[src/rtl/adf4350_spi_sched.sv]
// Shares one 32-bit serial shifter between the RF and LO ADF4350 synthesizers (round-robin),
// and tracks VCO settling per channel after each R0 write. Optional feature: LOCK_DETECT_EN.
module adf4350_spi_sched #(
  parameter int unsigned CLK_DIV       = 4,
  parameter int unsigned LE_CYCLES     = 8,
  parameter int unsigned SETTLE_CYCLES = 8000,
  parameter int unsigned CNT_W         = 16
) (
  input  logic        CLK,
  input  logic        RST,
  input  logic        RF_REQ,
  input  logic [31:0] RF_DATA,
  output logic        RF_ACK,
  input  logic        LO_REQ,
  input  logic [31:0] LO_DATA,
  output logic        LO_ACK,
  output logic        D_CLK,
  output logic        D_OUT,
  output logic        D_LE,
  output logic        LO_D_CLK,
  output logic        LO_D_OUT,
  output logic        LO_D_LE,
  output logic        RF_SETTLED,
  output logic        LO_SETTLED,
`ifdef LOCK_DETECT_EN
  input  logic        RF_LD,
  input  logic        LO_LD,
`endif
  output logic        BUSY
);

  localparam int unsigned PhMax = (CLK_DIV > LE_CYCLES) ? CLK_DIV : LE_CYCLES;
  localparam int unsigned PhW   = $clog2(PhMax + 1);
  localparam logic [PhW-1:0] DivLast = PhW'(CLK_DIV - 1);
  localparam logic [PhW-1:0] LeLast  = PhW'(LE_CYCLES - 1);

  typedef enum logic [2:0] {StIdle, StShiftLo, StShiftHi, StTail, StLe} state_t;

  state_t                  state_q, state_d;
  logic [PhW-1:0]          phase_q, phase_d;
  logic [5:0]              bit_q, bit_d;
  logic [31:0]             sr_q, sr_d;
  logic                    sel_q, sel_d;    // 0 = RF, 1 = LO
  logic                    last_q, last_d;  // channel served most recently
  logic                    r0_q, r0_d;
  logic [1:0]              ack_q, ack_d;
  logic [1:0][CNT_W-1:0]   cnt_q, cnt_d;
  logic [1:0]              done_q, done_d;
  logic                    grant_lo;
  logic [1:0]              ld_ok;

  // LO wins only if RF is idle or RF was served last.
  assign grant_lo = LO_REQ && (!RF_REQ || !last_q);

  always_comb begin
    state_d = state_q;
    phase_d = phase_q;
    bit_d   = bit_q;
    sr_d    = sr_q;
    sel_d   = sel_q;
    last_d  = last_q;
    r0_d    = r0_q;
    ack_d   = 2'b00;
    unique case (state_q)
      StIdle: begin
        // No re-grant on the ACK cycle: leaves a one-cycle gap between words.
        if ((RF_REQ || LO_REQ) && ack_q == 2'b00) begin
          state_d = StShiftLo;
          phase_d = '0;
          bit_d   = '0;
          sel_d   = grant_lo;
          last_d  = grant_lo;
          sr_d    = grant_lo ? LO_DATA : RF_DATA;
          r0_d    = grant_lo ? (LO_DATA[2:0] == 3'b000) : (RF_DATA[2:0] == 3'b000);
        end
      end
      StShiftLo: begin
        if (phase_q == DivLast) begin
          phase_d = '0;
          state_d = StShiftHi;
        end else begin
          phase_d = phase_q + 1'b1;
        end
      end
      StShiftHi: begin
        if (phase_q == DivLast) begin
          phase_d = '0;
          sr_d    = {sr_q[30:0], 1'b0};
          bit_d   = bit_q + 1'b1;
          state_d = (bit_q == 6'd31) ? StTail : StShiftLo;
        end else begin
          phase_d = phase_q + 1'b1;
        end
      end
      StTail: begin
        if (phase_q == DivLast) begin
          phase_d = '0;
          state_d = StLe;
        end else begin
          phase_d = phase_q + 1'b1;
        end
      end
      StLe: begin
        if (phase_q == LeLast) begin
          phase_d      = '0;
          state_d      = StIdle;
          ack_d[sel_q] = 1'b1;
        end else begin
          phase_d = phase_q + 1'b1;
        end
      end
      default: state_d = StIdle;
    endcase

    for (int c = 0; c < 2; c++) begin
      cnt_d[c]  = cnt_q[c];
      done_d[c] = done_q[c];
      if (ack_d[c] && r0_q) begin
        cnt_d[c]  = CNT_W'(SETTLE_CYCLES);
        done_d[c] = 1'b1;
      end else if (cnt_q[c] != '0) begin
        cnt_d[c] = cnt_q[c] - CNT_W'(1);
      end
    end
  end

  always_ff @(posedge CLK or posedge RST) begin
    if (RST) begin
      state_q <= StIdle;
      phase_q <= '0;
      bit_q   <= '0;
      sr_q    <= '0;
      sel_q   <= 1'b0;
      last_q  <= 1'b1;
      r0_q    <= 1'b0;
      ack_q   <= 2'b00;
      cnt_q   <= '0;
      done_q  <= 2'b00;
    end else begin
      state_q <= state_d;
      phase_q <= phase_d;
      bit_q   <= bit_d;
      sr_q    <= sr_d;
      sel_q   <= sel_d;
      last_q  <= last_d;
      r0_q    <= r0_d;
      ack_q   <= ack_d;
      cnt_q   <= cnt_d;
      done_q  <= done_d;
    end
  end

`ifdef LOCK_DETECT_EN
  logic [1:0] rf_ld_q, lo_ld_q;

  always_ff @(posedge CLK or posedge RST) begin
    if (RST) begin
      rf_ld_q <= 2'b00;
      lo_ld_q <= 2'b00;
    end else begin
      rf_ld_q <= {rf_ld_q[0], RF_LD};
      lo_ld_q <= {lo_ld_q[0], LO_LD};
    end
  end

  assign ld_ok = {lo_ld_q[1], rf_ld_q[1]};
`else
  assign ld_ok = 2'b11;
`endif

  logic pin_clk, pin_out, pin_le;

  assign pin_clk = (state_q == StShiftHi);
  assign pin_out = ((state_q == StShiftLo) || (state_q == StShiftHi)) && sr_q[31];
  assign pin_le  = (state_q == StLe);

  assign D_CLK      = pin_clk && !sel_q;
  assign D_OUT      = pin_out && !sel_q;
  assign D_LE       = pin_le  && !sel_q;
  assign LO_D_CLK   = pin_clk && sel_q;
  assign LO_D_OUT   = pin_out && sel_q;
  assign LO_D_LE    = pin_le  && sel_q;
  assign RF_ACK     = ack_q[0];
  assign LO_ACK     = ack_q[1];
  assign BUSY       = (state_q != StIdle);
  assign RF_SETTLED = done_q[0] && (cnt_q[0] == '0) && ld_ok[0];
  assign LO_SETTLED = done_q[1] && (cnt_q[1] == '0) && ld_ok[1];

endmodule

[config.mk]
export PLATFORM = sky130hd
export DESIGN_NAME = adf4350_spi_sched
export DESIGN_NICKNAME = d
export VERILOG_FILES = /design/src/rtl/adf4350_spi_sched.sv
export SDC_FILE = /design/constraint.sdc
export NUM_CORES = 1
export LEC_CHECK = 0
export ABC_CLOCK_PERIOD_IN_PS = 2700
export CAP_MARGIN = 5
export CORE_ASPECT_RATIO = 1.25
export CORE_UTILIZATION = 30
export DETAILED_ROUTE_END_ITERATION = 12
export PLACE_DENSITY = 0.55
export SLEW_MARGIN = 20
export SYNTH_ARGS = -nofsm -noshare
export SYNTH_HDL_FRONTEND = slang
export SYNTH_SLANG_ARGS = --single-unit
[constraint.sdc]
create_clock -name CLK -period 2.7 [get_ports CLK]
set_input_delay 0.54 -clock CLK [delete_from_list [all_inputs] [get_ports CLK]]
set_output_delay 0.54 -clock CLK [all_outputs]
set_load 0.01 [all_outputs]
==> implementation parameters <==
Parameter                              Value

Power and ir drop
  Largest voltage drop on the vdd net ... around 0.26 mV
  Clock share of power ... 0.422
  Portion of total power attributed to sequential cells ... 0.477
  Total leakage power ... between 2 and 3 nW
  Net switching share of the total power ... 0.230
  Switching power ... 0.638 mW
  Gate power share ... 0.101
  Total power per unit cell area ... between 400 and 500 nW/µm²
  Internal power contribution ... between 2 and 2.5 mW
  Power Total ... ~2.8 mW

Global route
  Overall track demand over capacity in global routing ... 0.135
  Total global routing overflow ... 0
  Via count of the first global-routing pass ... roughly 3700
  Pin count of the biggest net entering global routing ... 85
  Number of antenna violations at the first check in global routing ... 0
  First-pass GRT wire length ... roughly 17 mm

Clock network
  Clock-pin transition on the worst setup and hold timing paths ... roughly 0.06 ns
  Clock latency on the worst-skew pair ... 0.34 ns
  Hold buffer count at CTS ... 0
  H-tree depth ... 3
  Total clock buffers created by CTS ... 9
  CTS Root Cell ... sky130_fd_sc_hd__clkbuf_16
  Number of buffers on the longest clock path ... 2
  Number of sinks driven by the clock tree ... 84
  Clock tree from TritonCTS ... yes

Worst setup path
  Worst R2R Path Depth ... 6
  Worst reg2reg setup slack ... about 0.4 ns
  Data arrival time of the critical path ... roughly 2.0 ns
  Capturing element type of the critical path ... output port
  Kind of start point of the critical path ... register
  Critical Path Fanout Max ... 11
  Critical Path RT ... approximately 2.2 ns
  Worst flop-to-flop path startpoint ... state_q[2]$_DFFE_PP0P_
  Endpoint of the lowest-slack register-to-register path ... sr_q[4]$_DFFE_PP0P_
  Start-to-end type of the worst setup path ... reg2out

STA
  Clock tree skew after final layout ... roughly 0.0066 ns
  Final total negative setup slack ... 0 ns
  Final number of setup-violating endpoints ... 0
  Endpoints failing hold ... 0
  Post-route clock period utilization ... 0.953
  Minimum setup slack in the final design ... around 0.13 ns
  Unrepaired setup endpoints after global routing ... false
  Actual transition at the worst max-transition pin ... between 0.6 and 0.7 ns
  Worst slew margin ... 0.588
  Number of max-slew violations in the final report ... 0
  Final min period ... roughly 2.6 ns
  Top achievable clock speed ... approximately 400 MHz

Cells and area
  Final Core Density ... 0.399
  Diodes inserted ... 0
  Finished Layout Cells ... roughly 770
  Share of layout cells above drive strength 1 ... 0.117
  Layout overhead on the synthesized area ... 29.4%
  Net count of the finished layout ... between 600 and 700

Synthesis
  Biggest area consumer among synthesized cells ... sky130_fd_sc_hd__dfrtp_1
  Number of library cell types mapped by synthesis ... 50
  Main synth FF type ... sky130_fd_sc_hd__dfrtp_1
  Proportion of synthesized flip-flops having asynchronous set or reset ... 1.00
  Post-synthesis cell area ... between 4000 and 5000 µm²
  Top cell type's share of synthesized area ... 0.449
  Flop and latch count out of synthesis ... 84
  Number of synthesized flops with an enable pin ... 0
  Post-Syn Nets ... 576
  Sequential fraction of the synthesis area ... 0.455
  Largest cells by area after synthesis ... sky130_fd_sc_hd__dfrtp_1, sky130_fd_sc_hd__mux2i_1, sky130_fd_sc_hd__nor2_1
  Mapped Avg Cell Area ... 9.18 µm²
  Count of mapped cells out of synthesis ... 504
  Number of synthesis warnings ... 0

Die
  Overall die area ... ~16000 µm²
  Height of the die ... 141 µm
  Horizontal die dimension ... between 100 and 150 µm
  Core outline area ... approximately 15000 µm²
  Site Rows ... 50
  Number of top-level pins ... about 80
  Effective utilization at floorplan ... 0.308

Routing
  Via-per-instance ratio ... around 4.9
  Number of nets still failing antenna checks after routing ... 0
  DR WL/cell ... roughly 13 µm
  Number of iterations in the first detailed-routing pass ... 4
  Wire length on met3 ... 498 µm
  DR WL met2 ... around 4.8 mm
  Count of vias placed by the detailed router ... roughly 3800
  Uppermost routed layer ... met4
  Count of unresolved DRC violations after routing ... 0
  Aggregate routed wire length ... 9.88 mm
  Initial drt markers ... around 150
  Routed metal-1 wire length ... around 4.5 mm

Hold path
  Worst min-delay path class ... reg2reg
  Worst hold path depth ... 2
  Start point of the worst min-delay path ... done_q[1]$_DFFE_PP0P_
  Hold Crit Endpoint ... done_q[1]$_DFFE_PP0P_

Placed design
  Dpl hpwl ... 7.23 mm
  Placed insts ... around 750
  Placer's final routability congestion estimate ... approximately 0.78
  Minimum setup slack after placement ... between 0.2 and 0.25 ns
  I/O Buffers ... between 70 and 80

Outcome
  Result of the run ... finished, final reports clean

Run
  Max-capacitance violation count ... 0
state kept, by name, summed over array words and instances, names as in the netlist:
| signal | count |
|---|---|
| done_q | 2 |
| last_q | 1 |
| r0_q | 1 |
| sel_q | 1 |
| bit_q | 6 |
| state_q | 3 |
| ack_q | 2 |
| sr_q | 32 |
| cnt_q | 32 |
| phase_q | 4 |
power groups by stage:
stage          clock network [mW]  logic, mW  registers, mW
2_1_floorplan                   0      0.147           1.33
3_3_place_gp                    0      0.281           1.34
3_5_place_dp                    0      0.285           1.34
4_1_cts                      1.21      0.285           1.32
5_1_grt                      1.26      0.314           1.33
6_report                     1.17      0.279           1.32
worst max path at each step:
stage	start	to	slack, ns	cells after the start
6_report	state_q[0]$_DFFE_PP0P_	D_OUT	0.13	3
4_1_cts	cnt_q[15]$_DFFE_PP0P_	RF_SETTLED	0.02	4
3_5_place_dp	RF_REQ	sr_q[10]$_DFFE_PP0P_	0.20	7
5_1_grt	state_q[2]$_DFFE_PP0P_	LO_D_CLK	0.03	4
2_1_floorplan	cnt_q[28]$_DFFE_PP0P_	LO_SETTLED	0.56	4
3_3_place_gp	cnt_q[28]$_DFFE_PP0P_	LO_SETTLED	0.24	5
worst max-delay path, cell delays in order (launching register included):
cell and delay, ns:
sky130_fd_sc_hd__dfrtp_2 0.49, sky130_fd_sc_hd__xnor2_1 0.19, sky130_fd_sc_hd__nor4b_1 0.39, sky130_fd_sc_hd__clkdlybuf4s50_1 0.63
layout make-up:
cell class | instances | area [µm²]
timing repair buffer | 96 | 955
inverter | 8 | 33.8
clock buffer | 11 | 253
tap | 182 | 228
sequential | 84 | 2100
multi-input combinational | 385 | 2380
clock inverter | 5 | 35.0
fill | 1537 | 9030
through the flow:
step / hold WS [ns] / area [µm²]
floorplan: 0.415 / 4630
global placement: 0.428 / 5650
detailed placement: 0.438 / 5650
CTS: 0.453 / 5950
global route: 0.464 / 5990
finish: 0.446 / 5990
cells in the final DEF, fill, tap and decap left out, drive strengths merged, types with 4 or more instances in the layout:
| master | count |
|---|---|
| xnor2 | 10 |
| xor2 | 18 |
| nor2 | 72 |
| and3 | 4 |
| mux2i | 32 |
| inv | 8 |
| nor3b | 4 |
| ha | 4 |
| nand3 | 7 |
| buf | 18 |
| and2 | 6 |
| o21ai | 46 |
| nand2b | 4 |
| nand4 | 5 |
| clkbuf | 11 |
| dfrtp | 83 |
| o211ai | 7 |
| clkdlybuf4s50 | 76 |
| a21oi | 39 |
| nor3 | 10 |
| or4 | 5 |
| nor4 | 12 |
| nand2 | 67 |
metal layers:
layer  track usage  vias to the layer above
met5             0                        -
met3        0.0370                        7
met2         0.218                       89
met4        0.0450                        0
met1         0.172                     1734
li1              -                     1926
Yosys cell counts, types with 4 or more instances:
| cell type | number |
|---|---|
| sky130_fd_sc_hd__xor2_1 | 18 |
| sky130_fd_sc_hd__nor2_1 | 71 |
| sky130_fd_sc_hd__a21oi_1 | 39 |
| sky130_fd_sc_hd__nand2b_1 | 4 |
| sky130_fd_sc_hd__dfrtp_1 | 83 |
| sky130_fd_sc_hd__o21ai_2 | 18 |
| sky130_fd_sc_hd__xnor2_1 | 10 |
| sky130_fd_sc_hd__ha_1 | 4 |
| sky130_fd_sc_hd__buf_2 | 7 |
| sky130_fd_sc_hd__nor3_1 | 8 |
| sky130_fd_sc_hd__o21ai_0 | 13 |
| sky130_fd_sc_hd__nand2_1 | 67 |
| sky130_fd_sc_hd__buf_6 | 7 |
| sky130_fd_sc_hd__mux2i_1 | 32 |
| sky130_fd_sc_hd__and2_1 | 6 |
| sky130_fd_sc_hd__nand4_1 | 5 |
| sky130_fd_sc_hd__and3_1 | 4 |
| sky130_fd_sc_hd__nor4_1 | 10 |
| sky130_fd_sc_hd__inv_1 | 8 |
| sky130_fd_sc_hd__o21ai_1 | 15 |
| sky130_fd_sc_hd__nand3_1 | 7 |
| sky130_fd_sc_hd__clkbuf_1 | 12 |
| sky130_fd_sc_hd__nor3b_1 | 4 |
| sky130_fd_sc_hd__o211ai_1 | 7 |
| sky130_fd_sc_hd__or4_1 | 5 |
what timing repair did:
| item | CTS | global route |
|---|---|---|
| endpoints found under the setup margin | 2 | 2 |
| resized for setup | 3 | 5 |
| pin swaps | 1 | 2 |
| setup buffers | 1 | 2 |
cell families after synthesis:
logic type      after synthesis  share of synthesized area
compound gates              105                      0.140
buf+inv                      35                     0.0416
simple gates                214                      0.226
mux                          34                     0.0741
fa+ha+maj                     4                     0.0108
flops                        84                      0.455
xor+xnor                     28                     0.0530
(Power assumes the default switching activity.)
